**config.mk**
```make
export PLATFORM = sky130hd
export DESIGN_NAME = booth_seq_ctrl
export DESIGN_NICKNAME = d
export VERILOG_FILES = /design/src/rtl/booth_seq_ctrl.sv
export SDC_FILE = /design/constraint.sdc
export NUM_CORES = 1
export LEC_CHECK = 0
export CAP_MARGIN = 20
export CORE_ASPECT_RATIO = 0.7
export CORE_MARGIN = 2
export CORE_UTILIZATION = 40
export DETAILED_ROUTE_END_ITERATION = 8
export PLACE_DENSITY = 0.71
export SLEW_MARGIN = 10
export SYNTH_ARGS = -nofsm -noshare
export SYNTH_HDL_FRONTEND = slang
export SYNTH_SLANG_ARGS = --single-unit
```
**constraint.sdc**
```tcl
create_clock -name clk -period 4 [get_ports clk]
set_input_delay 0.8 -clock clk [delete_from_list [all_inputs] [get_ports clk]]
set_output_delay 0.8 -clock clk [all_outputs]
set_load 0.05 [all_outputs]
```
**src/rtl/booth_seq_ctrl.sv**
```systemverilog
// -----------------------------------------------------------------------------
// booth_seq_ctrl
//   Sequential radix-2 Booth multiplier controller. It time-shares one external
//   WIDTH-bit ripple-carry adder across WIDTH iterations to form a signed
//   2*WIDTH-bit product. The controller owns A/Q/Q_1/M, the iteration counter
//   and the start/done handshake. The adder is purely combinational: operands
//   are driven and the sum is consumed in the same cycle.
//
//   Optional feature, selected by the macro BOOTH_ZERO_SKIP_EN:
//     When defined, an accepted start with a zero operand goes straight to DONE
//     and yields product=0 one cycle later. When undefined, zero operands take
//     the full WIDTH+1 cycles, and the result is still 0.
//
// Parameters
//   WIDTH  operand width; must match the attached adder width (>= 4)
//   CNT_W  iteration counter width; 2**CNT_W must exceed WIDTH
//
// Ports
//   clk, rst_n      clock and asynchronous active-low reset
//   start           request pulse; sampled only in IDLE
//   multiplicand    signed M, captured on an accepted start
//   multiplier      signed Q, captured on an accepted start
//   busy            high from the cycle after an accepted start until done
//   done            single-cycle pulse; product is valid
//   product         signed result; held until the next accepted start
//   add_a, add_b    adder operands
//   add_cin         adder carry-in
//   add_sum         adder sum (combinational from add_a/add_b/add_cin)
//   add_ovf         adder signed-overflow flag
// -----------------------------------------------------------------------------
module booth_seq_ctrl #(
    parameter int WIDTH = 32,
    parameter int CNT_W = 6
) (
    input  logic               clk,
    input  logic               rst_n,
    input  logic               start,
    input  logic [WIDTH-1:0]   multiplicand,
    input  logic [WIDTH-1:0]   multiplier,
    output logic               busy,
    output logic               done,
    output logic [2*WIDTH-1:0] product,
    output logic [WIDTH-1:0]   add_a,
    output logic [WIDTH-1:0]   add_b,
    output logic               add_cin,
    input  logic [WIDTH-1:0]   add_sum,
    input  logic               add_ovf
);

    typedef enum logic [1:0] {
        S_IDLE = 2'd0,
        S_ITER = 2'd1,
        S_DONE = 2'd2
    } state_t;

    localparam logic [CNT_W-1:0] LAST_CNT = CNT_W'(WIDTH - 1);

    state_t               state_q, state_d;
    logic [WIDTH-1:0]     a_q, a_d;
    logic [WIDTH-1:0]     q_q, q_d;
    logic                 q1_q, q1_d;
    logic [WIDTH-1:0]     m_q, m_d;
    logic [CNT_W-1:0]     cnt_q, cnt_d;
    logic                 busy_q, busy_d;
    logic                 done_q, done_d;
    logic [2*WIDTH-1:0]   prod_q, prod_d;

    logic                 accept;
    logic                 zero_op;
    logic                 sign_bit;

    // The done_q term keeps a start that coincides with the done pulse from
    // being accepted; the next start is taken in the cycle after done.
    assign accept = (state_q == S_IDLE) && start && !done_q;

`ifdef BOOTH_ZERO_SKIP_EN
    assign zero_op = (multiplicand == '0) || (multiplier == '0);
`else
    assign zero_op = 1'b0;
`endif

    // The adder may overflow (e.g. 0 - (-2^(WIDTH-1))); the true sign of the
    // WIDTH+1-bit result is the sum MSB corrected by the overflow flag.
    assign sign_bit = add_sum[WIDTH-1] ^ add_ovf;

    // ---------------------------------------------------------------- state reg
    always_ff @(posedge clk or negedge rst_n) begin
        if (!rst_n) begin
            state_q <= S_IDLE;
        end else begin
            state_q <= state_d;
        end
    end

    // ---------------------------------------------------------- next-state comb
    always_comb begin
        state_d = state_q;
        case (state_q)
            S_IDLE: begin
                if (accept) begin
                    state_d = zero_op ? S_DONE : S_ITER;
                end
            end
            S_ITER: begin
                if (cnt_q == LAST_CNT) begin
                    state_d = S_DONE;
                end
            end
            S_DONE:  state_d = S_IDLE;
            default: state_d = S_IDLE;
        endcase
    end

    // -------------------------------------------------------------- output comb
    // Adder operands depend on state and registers only, never on start.
    always_comb begin
        add_a   = '0;
        add_b   = '0;
        add_cin = 1'b0;
        if (state_q == S_ITER) begin
            add_a = a_q;
            case ({q_q[0], q1_q})
                2'b01: add_b = m_q;
                2'b10: begin
                    add_b   = ~m_q;
                    add_cin = 1'b1;
                end
                default: add_b = '0;
            endcase
        end
    end

    // ---------------------------------------------------------- datapath comb
    always_comb begin
        a_d    = a_q;
        q_d    = q_q;
        q1_d   = q1_q;
        m_d    = m_q;
        cnt_d  = cnt_q;
        busy_d = busy_q;
        done_d = 1'b0;
        prod_d = prod_q;
        case (state_q)
            S_IDLE: begin
                if (accept) begin
                    m_d    = multiplicand;
                    // A skipped zero operation reports {A,Q}, so Q is cleared.
                    q_d    = zero_op ? '0 : multiplier;
                    a_d    = '0;
                    q1_d   = 1'b0;
                    cnt_d  = '0;
                    busy_d = 1'b1;
                end
            end
            S_ITER: begin
                // {A,Q,Q_1} <= arithmetic right shift of {sign, sum, Q}.
                a_d   = {sign_bit, add_sum[WIDTH-1:1]};
                q_d   = {add_sum[0], q_q[WIDTH-1:1]};
                q1_d  = q_q[0];
                cnt_d = cnt_q + CNT_W'(1);
            end
            S_DONE: begin
                done_d = 1'b1;
                prod_d = {a_q, q_q};
                busy_d = 1'b0;
            end
            default: ;
        endcase
    end

    // ------------------------------------------------------------ datapath regs
    always_ff @(posedge clk or negedge rst_n) begin
        if (!rst_n) begin
            a_q    <= '0;
            q_q    <= '0;
            q1_q   <= 1'b0;
            m_q    <= '0;
            cnt_q  <= '0;
            busy_q <= 1'b0;
            done_q <= 1'b0;
            prod_q <= '0;
        end else begin
            a_q    <= a_d;
            q_q    <= q_d;
            q1_q   <= q1_d;
            m_q    <= m_d;
            cnt_q  <= cnt_d;
            busy_q <= busy_d;
            done_q <= done_d;
            prod_q <= prod_d;
        end
    end

    assign busy    = busy_q;
    assign done    = done_q;
    assign product = prod_q;

endmodule

```
# Word level (Yosys, flattened, before mapping)

Cells that the tools add are included.
Widths: inputs -> output; s select.

Flip-flop bits (word level): 171
Bits in latches: 0
Memory bits (writable): 0
ROM bits: 0
Bits of input ports: 100
Output and inout port bits: 131
Memories: 0

Add/subtract/negate cells: 1
Multipliers: 0
Divide/modulo/power cells: 0
Order comparisons: 0
Equality and inequality tests: 7
Shift operators: 0
Muxes and demuxes: 19
Bitwise logic cells: 2
Reductions and logical operators: 10

Operators by type and width:

| cell                | count |
|---|---|
| $pmux 32 s2         | 3 |
| $mux 32             | 4 |
| $not 32->32         | 1 |
| $pmux 6 s2          | 1 |
| $reduce_and 2->1    | 4 |
| $add 6x1->6 const B | 1 |
| $eq 6x5->1 const B  | 1 |
| $mux 6              | 1 |
| $mux 1              | 5 |
| $eq 2x1->1 const B  | 2 |
| $eq 2x2->1 const B  | 2 |
| $mux 2              | 2 |
| $ne 2x2->1 const B  | 2 |
| $pmux 1 s2          | 2 |
| $pmux 2 s2          | 1 |
| $reduce_bool 2->1   | 2 |
| $logic_and 1x1->1   | 2 |
| $logic_not 2->1     | 1 |
| $logic_not 1->1     | 1 |
| $xor 1x1->1         | 1 |

# Longest topological paths before layout

Gate-level depths: netlist of run 1.

Depth in word-level cells: 5
Mapped depth: 6
Mapped depth without buffers: 4

# Worst setup path before layout of run 1

Ideal clock, no wire load.

Path kind: register -> output
Start: register q_q[0]
End: output add_b[10]
Arrival: 1.705 ns
Data required time: 3.200 ns
Path slack: 1.495 ns
Cell stages (with the launch flop): 6
Path buffers: 2
Cells stage by stage: dfrtp_1 > nor2b_1 > clkbuf_1 > clkbuf_1 > mux2i_1 > nor2_1

Longest elaborated chain between the ends: 3
Elaborated cells between the ends (all ways): 4
Those cells by class: eq/ne: 2; mux: 2

RTL lines:

| item                                     | line | source |
|---|---|---|
| from (decl)                              | 60   | `logic [WIDTH-1:0] q_q, q_d;` |
| from (signal assigned)                   | 184  | `q_q <= q_d;` |
| $eq 2x2->1 or $eq 2x1->1 (tied branches) | 122  | `case ({q_q[0], q1_q})` |
| $pmux 32 s2 (*)                          | 122  |  |
| $mux 32 (*)                              | 120  | `if (state_q == S_ITER) begin` |
| to (decl)                                | 44   | `output logic [WIDTH-1:0] add_b,` |

Mark *: on every way between the ends. The rest lies on a longest branch, timed or not.

# Worst setup path after layout of run 1

Start: register state_q[0]
End: output add_a[16]

Longest elaborated chain between the ends: 2

RTL lines:

| item                   | line | source |
|---|---|---|
| from (decl)            | 58   | `state_t state_q, state_d;` |
| from (signal assigned) | 91   | `state_q <= state_d;` |
| $eq 2x1->1             | 120  |  |
| $mux 32                | 120  |  |
| to (decl)              | 43   | `output logic [WIDTH-1:0] add_a,` |

Every way passes these cells.

==> results of run 1 <==
-- critical path, cell delays in order (launching register included) --
cell and delay, ps:
dfrtp_1 490, nor2b_4 200, buf_4 440, and2_1 220, clkdlybuf4s50_1 800
-- cell usage after synthesis --
cell / count / share of area
buf_1: 1 / 0.00051
nand3_1: 43 / 0.029
nand2_1: 172 / 0.087
and2_1: 33 / 0.028
nor4_1: 1 / 0.00084
nor4bb_1: 1 / 0.0013
nor4b_1: 1 / 0.0012
and3_1: 2 / 0.0017
buf_6: 3 / 0.0046
clkbuf_1: 18 / 0.0091
nand2b_1: 3 / 0.0025
o41ai_1: 1 / 0.0012
o22ai_1: 25 / 0.021
a22oi_1: 7 / 0.0071
nor3_1: 28 / 0.019
ha_1: 1 / 0.0017
dfrtp_1: 171 / 0.58
a221o_1: 1 / 0.0013
xnor2_1: 1 / 0.0012
o21ai_0: 4 / 0.0027
or4b_4: 1 / 0.0019
inv_1: 1 / 0.00051
nor3b_1: 1 / 0.0010
nor2b_1: 4 / 0.0034
mux2i_1: 32 / 0.043
a21oi_1: 1 / 0.00067
mux2_2: 64 / 0.097
a211o_1: 2 / 0.0024
o311ai_1: 1 / 0.0012
nor2_1: 58 / 0.029
buf_2: 33 / 0.022
-- cell families after synthesis --
kind of cell | count (synthesis)
adder cells (fa/ha/maj) | 1
AND/OR/NAND/NOR | 348
AO/OA/AOI/OAI | 42
multiplexers | 96
XOR/XNOR | 1
flip-flops | 171
buffers and inverters | 56
-- flip-flops by register name, summed over array words and instances (netlist names) --
| name | flops |
|---|---|
| state_q | 2 |
| m_q | 32 |
| q1_q | 1 |
| busy | 1 |
| q_q | 32 |
| product | 64 |
| cnt_q | 6 |
| done | 1 |
| a_q | 32 |
-- report_power, final --
group / total, mW / switching [mW] / internal (mW)
Sequential: 1.82 / 0.0426 / 1.78
Clock: 1.69 / 0.713 / 0.972
Combinational: 0.471 / 0.265 / 0.207
Total: 3.98 / 1.02 / 2.96
-- per-stage QoR --
step                hold WS (ps)  total power, mW  cells  worst slack [ps]  cell area [µm²]
floorplan                    455             2.08    715              1500             7420
global placement             461             2.32   1138              1040             9890
detailed placement           474             2.33   1138              1030             9890
CTS                          444             4.03   1170               551            10500
global route                 466             4.14   1170               438            10500
finish                       421             3.98   1170               608            10500
-- per-layer routing --
layer  routed length [µm]  GRT usage
met1                 9490      0.296
met2                 8320      0.292
met3                 1570     0.0636
met4                  201     0.0512
met5                    0          0
-- cell type report --
class	count	area, µm²
clock inverters	13	159
flip-flops and latches	171	4280
well taps	236	295
multi-input cells	488	2900
repair buffers	242	2410
inverters	1	3.75
fillers	1577	7610
clock buffers	19	453
-- worst max-delay path by stage --
stage               depth (start not counted)         to
floorplan                                   5  add_b[10]
global placement                            4   add_a[6]
detailed placement                          4  add_a[28]
CTS                                         4  add_a[28]
global route                                4   add_a[6]
finish                                      4  add_a[16]
==> results.sh, run 1 <==
export IMPL_finalSetupTns_ps=0
export IMPL_synth_xor_area_share=0.00118
export IMPL_cts_tree="done"
export IMPL_gp_congestion=0.801
export IMPL_powerDensity_nw_per_um2=379
export IMPL_slew_headroom=0.348
export IMPL_synthAdderAreaFrac=0.00169
export IMPL_worstReg2RegStart="state_q[1]"
export IMPL_cts_resized=0
export IMPL_p_leak_nw=4.90
export IMPL_r2r_cells=4
export IMPL_rsz0062_at_grt="false"
export IMPL_critPathKind="reg2out"
export IMPL_die_width_um=167
export IMPL_clock_sinks=171
export IMPL_drv_cap=0
export IMPL_cts_root_buf="clkbuf_16"
export IMPL_clk_path_buf_depth=2
export IMPL_synth_area_um2=7420
export IMPL_port_buffers=230
export IMPL_layout_drive_gt1_share=0.124
export IMPL_yosysSeqAreaShare=0.577
export IMPL_core_area_um2=18100
export IMPL_yosys_register_bits=171
export IMPL_synth_net_count=816
export IMPL_grt_pass1_vias=5938
export IMPL_die_h_um=118
export IMPL_dr_pass1_iters=7
export IMPL_fp_row_count=41
export IMPL_die_area_um2=19700
export IMPL_synth_compound_area_frac=0.0376
export IMPL_fin_util=0.580
export IMPL_htreeDepth=4
export IMPL_via_per_inst=5.03
export IMPL_finalMaxSlewViolations=0
export IMPL_grt_overflow_total=0
export IMPL_worstSkewPairLatency_ps=420
export IMPL_final_common_cell="clkdlybuf4s50_1"
export IMPL_r2r_setup_slack_ps=1850
export IMPL_dr_first_iter_drc_count=483
export IMPL_cts_hold_buffers_added=0
export IMPL_hold_viol=0
export IMPL_grt_max_degree=85
export IMPL_skew_ps=12.8
export IMPL_hold_path_class="in2async"
export IMPL_status="finished clean"
export IMPL_mostFrequentLayoutCells="clkdlybuf4s50_1, nand2_1, dfrtp_1"
export IMPL_nNetsFinal=1022
export IMPL_max_freq_mhz=295
export IMPL_grt_pass1_wl_um=32000
export IMPL_synthMuxAreaShare=0.140
export IMPL_vias=5889
export IMPL_gr_usage_all_layers=0.203
export IMPL_wire_per_inst_um=16.7
export IMPL_start_util=0.410
export IMPL_grt_antenna_before_repair=0
export IMPL_crit_fanout=56
export IMPL_route_detailed_drc=0
export IMPL_clk_pin_slew_ps=70
export IMPL_start_kind="flop"
export IMPL_cp_arrival_ps=2590
export IMPL_syn_inst=715
export IMPL_ios=231
export IMPL_post_cts_setup_buffer_count=0
export IMPL_routed_wl_um=19600
export IMPL_cts_made_buffers=17
export IMPL_ir_worst_vdd_mv=0.264
export IMPL_diodes=0
export IMPL_synth_top_family_by_area="simple AND/OR/NAND/NOR gates"
export IMPL_min_period_ps=3390
export IMPL_area_delta_synth_final_pct=41.5
export IMPL_syn_area_per_cell_um2=10.4
export IMPL_setup_viol_count_final=0
export IMPL_ys_warnings_count=0
export IMPL_place_hpwl_um=12600
export IMPL_ant_nets=0
export IMPL_tightest_slew_ps=978
export IMPL_r2r_end="a_q[20]"
export IMPL_cp_data_required_time_ps=3200
export IMPL_post_route_period_util=0.848
export IMPL_ys_types=31
export IMPL_cp_startpoint="state_q[0]"
export IMPL_end_kind="primary output"
export IMPL_yosys_area_share_simple=0.206
No activity file was read; power rests on OpenSTA's default activity.
==> inputs of run 2 (changes only) <==
- clock period: 4 -> 3.33 ns (I/O delays scaled with it)
==> run 2 against run 1 <==
Net effect:
- worst setup slack worse by 390 ps
- worst hold slack worse by 170 ps
- utilization is 0.16 points lower
- via count is 0.51% higher
- sequential cell count stayed put
- register-to-register slack worse by 500 ps
- die area stayed put
- cell area is 0.27% lower
- routed wire length is 0.55% lower
- clock power is 8% higher
- cell count is 0.26% higher
- critical endpoint is now add_a[14]
==> results.sh, run 2 (synthesis results as in run 1) <==
export IMPL_status="finished clean"
export IMPL_critPathKind="reg2out"
export IMPL_gp_congestion=0.781
export IMPL_start_kind="flop"
export IMPL_wire_per_inst_um=16.6
export IMPL_port_buffers=230
export IMPL_cts_root_buf="clkbuf_16"
export IMPL_hold_viol=0
export IMPL_start_util=0.410
export IMPL_busiest_layer="met1"
export IMPL_vias=5919
export IMPL_post_cts_setup_buffer_count=0
export IMPL_grt_pass1_vias=5895
export IMPL_diodes=0
export IMPL_drv_cap=0
export IMPL_dp_slack_ps=622
export IMPL_mostFrequentLayoutCells="clkdlybuf4s50_1, nand2_1, dfrtp_1"
export IMPL_slew_headroom=0.329
export IMPL_finalMaxSlewViolations=0
export IMPL_p_comb_frac=0.124
export IMPL_cts_hold_buffers_added=0
export IMPL_final_common_cell="clkdlybuf4s50_1"
export IMPL_fillCellCount=1596
export IMPL_ir_worst_vdd_mv=0.266
export IMPL_hold_path_class="in2async"
export IMPL_cp_arrival_ps=2450
export IMPL_core_area_um2=18100
export IMPL_htreeDepth=4
export IMPL_clk_path_buf_depth=2
export IMPL_powerDensity_nw_per_um2=438
export IMPL_crit_fanout=39
export IMPL_tightest_slew_ps=1010
export IMPL_post_route_period_util=0.935
export IMPL_register_area_um2=4280
export IMPL_die_area_um2=19700
export IMPL_gr_usage_all_layers=0.203
export IMPL_die_h_um=118
export IMPL_ios=231
export IMPL_rsz0062_at_grt="false"
export IMPL_p_int_mw=3.37
export IMPL_place_hpwl_um=12800
export IMPL_skew_ps=11.4
export IMPL_clk_pin_slew_ps=70
export IMPL_fp_row_count=41
export IMPL_use_met3=0.0672
export IMPL_min_period_ps=3110
export IMPL_worstSkewPairLatency_ps=430
export IMPL_use_met2=0.295
export IMPL_layout_drive_gt1_share=0.125
export IMPL_final_area_um2=10500
export IMPL_grt_antenna_before_repair=0
export IMPL_largest_reg_flops=64
export IMPL_cts_made_buffers=17
export IMPL_cp_data_required_time_ps=2660
export IMPL_cts_tree="done"
export IMPL_swShare=0.266
export IMPL_setup_viol_count_final=0
export IMPL_clockPowerShare=0.399
export IMPL_finalPower_mw=4.59
export IMPL_max_freq_mhz=321
export IMPL_grt_met1_usage=0.296
export IMPL_grt_overflow_total=0
export IMPL_die_width_um=167
export IMPL_p_sw_mw=1.22
export IMPL_nNetsFinal=1025
export IMPL_end_kind="primary output"
export IMPL_multi_input_area_um2=2900
export IMPL_finalSetupTns_ps=0
export IMPL_dr_pass1_iters=4
export IMPL_grt_max_degree=73
export IMPL_seqPwrFrac=0.477
export IMPL_grt_pass1_wl_um=32000
export IMPL_ant_nets=0
export IMPL_clock_sinks=171
export IMPL_via_per_inst=5.05
export IMPL_place_area_um2=9930
export IMPL_cts_resized=0
export IMPL_r2r_cells=4
export IMPL_dr_first_iter_drc_count=455
export IMPL_area_delta_synth_final_pct=41.1
export IMPL_p_leak_nw=4.88
export IMPL_route_detailed_drc=0
export IMPL_worst_slack_ps=217
export IMPL_routed_wl_um=19500
## run 2: cell count changes in the layout (fill, tap and decap cells not counted), sizes merged
cell / before / now
clkinv: 6 / 4
clkinvlp: 1 / 4
bufinv: 2 / 0
buf: 13 / 16
clkbuf: 19 / 20
## run 2: final timing paths
check                           start          end  slack, ps
setup reg to reg           state_q[1]     cnt_q[3]       1350
setup / recovery           state_q[0]    add_a[14]        220
max in group asynchronous       rst_n      a_q[10]       2300
hold / removal                  rst_n  product[37]        250
min in group clk                 busy         busy        470
hold reg to reg                  busy         busy        470
## run 2: power groups by stage
stage | combinational (mW) | clock (mW) | sequential, mW
6_report | 0.568 | 1.83 | 2.19
5_1_grt | 0.609 | 1.95 | 2.20
4_1_cts | 0.575 | 1.87 | 2.19
3_5_place_dp | 0.573 | 0 | 2.23
3_3_place_gp | 0.569 | 0 | 2.23
2_1_floorplan | 0.291 | 0 | 2.21
## run 2: worst max-delay path, cell delays in order, from the launching register on
cell and delay [ps]:
dfrtp_1 490, nor2b_4 200, buf_4 330, and2_1 190, clkdlybuf4s50_1 800
## run 2: final cells by class
class                   instances  share of cell area
well taps                     236              0.0282
repair buffers                245               0.234
clock buffers                  20              0.0427
clock inverters                12             0.00848
multi-input cells             488               0.277
flip-flops and latches        171               0.409
inverters                       1            0.000359
## run 2: metrics by stage
stage	cells	util	hold slack [ps]
2_1_floorplan	715	-	370
3_3_place_gp	1141	0.549	460
3_5_place_dp	1141	0.549	462
4_1_cts	1173	0.578	272
5_1_grt	1173	0.578	311
6_report	1173	0.578	248
## run 2: metal layers
layer  share of wire  up-vias  wire (µm)
li1                -     2808          -
met2            0.43      200       8430
met5               0        -          0
met4          0.0086        0        167
met3           0.081       14       1570
met1            0.48     2897       9310
==> inputs of run 3 (changes only) <==
- clock period: 3.33 -> 3.5 ns (I/O delays scaled with it)
==> run 3 against run 2 <==
Net effect:
- non-clock buffer count decreased by 1
- first-iteration DRC count is 10% lower
- routed wire length down 0.55%
- clock power grew 5%
- largest cell class unchanged
==> results.sh, run 3 (synthesis results as in run 1) <==
export IMPL_p_int_mw=3.43
export IMPL_grt_pass1_wl_um=32400
export IMPL_grt_antenna_before_repair=0
export IMPL_place_hpwl_um=12600
export IMPL_fp_row_count=41
export IMPL_path_buf_inv=2
export IMPL_gp_congestion=0.791
export IMPL_seqPwrFrac=0.459
export IMPL_ios=231
export IMPL_min_period_ps=3200
export IMPL_mostFrequentLayoutCells="clkdlybuf4s50_1, nand2_1, dfrtp_1"
export IMPL_htreeDepth=4
export IMPL_status="finished clean"
export IMPL_clockPowerShare=0.423
export IMPL_routed_wl_um=19400
export IMPL_diodes=0
export IMPL_route_detailed_drc=0
export IMPL_place_area_um2=9930
export IMPL_post_cts_setup_buffer_count=0
export IMPL_end_kind="primary output"
export IMPL_skew_ps=10.9
export IMPL_swShare=0.245
export IMPL_clk_path_buf_depth=2
export IMPL_die_area_um2=19700
export IMPL_cts_resized=0
export IMPL_tightest_slew_ps=985
export IMPL_area_delta_synth_final_pct=41.8
export IMPL_p_leak_nw=4.91
export IMPL_cts_made_buffers=17
export IMPL_vias=5874
export IMPL_worstSkewPairLatency_ps=420
export IMPL_start_util=0.410
export IMPL_cp_arrival_ps=2500
export IMPL_drv_cap=0
export IMPL_ir_worst_vdd_mv=0.300
export IMPL_gr_usage_all_layers=0.205
export IMPL_crit_path_max_incr_delay_ps=800
export IMPL_cts_tree="done"
export IMPL_via_per_inst=5.02
export IMPL_crit_fanout=61
export IMPL_die_width_um=167
export IMPL_clock_sinks=171
export IMPL_dp_slack_ps=706
export IMPL_hold_viol=0
export IMPL_place_inst=1140
export IMPL_start_kind="flop"
export IMPL_holdWs_ps=108
export IMPL_ant_nets=0
export IMPL_grt_max_degree=99
export IMPL_setup_viol_count_final=0
export IMPL_grt_overflow_total=0
export IMPL_wire_per_inst_um=16.6
export IMPL_final_common_cell="clkdlybuf4s50_1"
export IMPL_finalPower_mw=4.54
export IMPL_finalSetupTns_ps=0
export IMPL_worst_slack_ps=305
export IMPL_cp_data_required_time_ps=2800
export IMPL_cp_slowest_cell="clkdlybuf4s50_1"
export IMPL_hold_path_class="in2async"
export IMPL_core_area_um2=18100
export IMPL_slew_headroom=0.343
export IMPL_finalMaxSlewViolations=0
export IMPL_final_area_um2=10500
export IMPL_p_sw_mw=1.12
export IMPL_path_delay_family="buffers and inverters"
export IMPL_post_route_period_util=0.913
export IMPL_nNetsFinal=1024
export IMPL_grt_pass1_vias=6000
export IMPL_crit_path_cell_trace="nor2b_4 -> buf_12 -> and2_1 -> clkdlybuf4s50_1"
export IMPL_dr_pass1_iters=4
export IMPL_layout_drive_gt1_share=0.123
export IMPL_fin_cells=1170
export IMPL_p_comb_frac=0.118
export IMPL_fin_util=0.581
export IMPL_port_buffers=230
export IMPL_largest_reg_flops=64
export IMPL_powerDensity_nw_per_um2=432
export IMPL_rsz0062_at_grt="false"
export IMPL_cts_root_buf="clkbuf_16"
export IMPL_max_freq_mhz=313
export IMPL_clk_pin_slew_ps=60
export IMPL_die_h_um=118
export IMPL_cts_hold_buffers_added=0
export IMPL_dr_first_iter_drc_count=408
export IMPL_critPathKind="reg2out"
## run 3: power groups by stage
stage | clock [mW] | combinational (mW) | sequential, mW
after floorplan | 0 | 0.277 | 2.10
after global placement | 0 | 0.538 | 2.12
after detailed placement | 0 | 0.541 | 2.12
after CTS | 1.97 | 0.544 | 2.08
after global routing | 2.05 | 0.577 | 2.09
final | 1.92 | 0.537 | 2.08
## run 3: final timing paths
path | startpoint | end | slack [ps] | depth (start not counted)
max reg2reg | state_q[1] | a_q[4] | 1480 | 4
min reg2reg | busy | busy | 490 | 2
min | rst_n | product[62] | 110 | 1
max in group asynchronous | rst_n | m_q[23] | 2430 | 2
max | state_q[0] | add_a[13] | 300 | 4
min in group clk | busy | busy | 490 | 2
## run 3: final cells by class
class / count / area (µm²)
Timing Repair Buffer: 244 / 2450
Clock buffer: 20 / 457
Fill cell: 1576 / 7590
Tap cell: 236 / 295
Sequential cell: 171 / 4280
Inverter: 1 / 3.75
Clock inverter: 10 / 139
Multi-Input combinational cell: 488 / 2900
## run 3: worst register-to-register path, cell delays in order, from the launching register on
cell and delay, ps:
dfrtp_1 490, or4b_4 850, buf_4 360, nand3_1 120, nand2_1 80
## run 3: per-layer routing
layer  share of wire  global-route usage  vias up
li1                -                   -     2814
met1            0.49               0.298     2834
met2            0.42               0.296      207
met3           0.073              0.0676       19
met4           0.012              0.0512        0
met5               0                   0        -
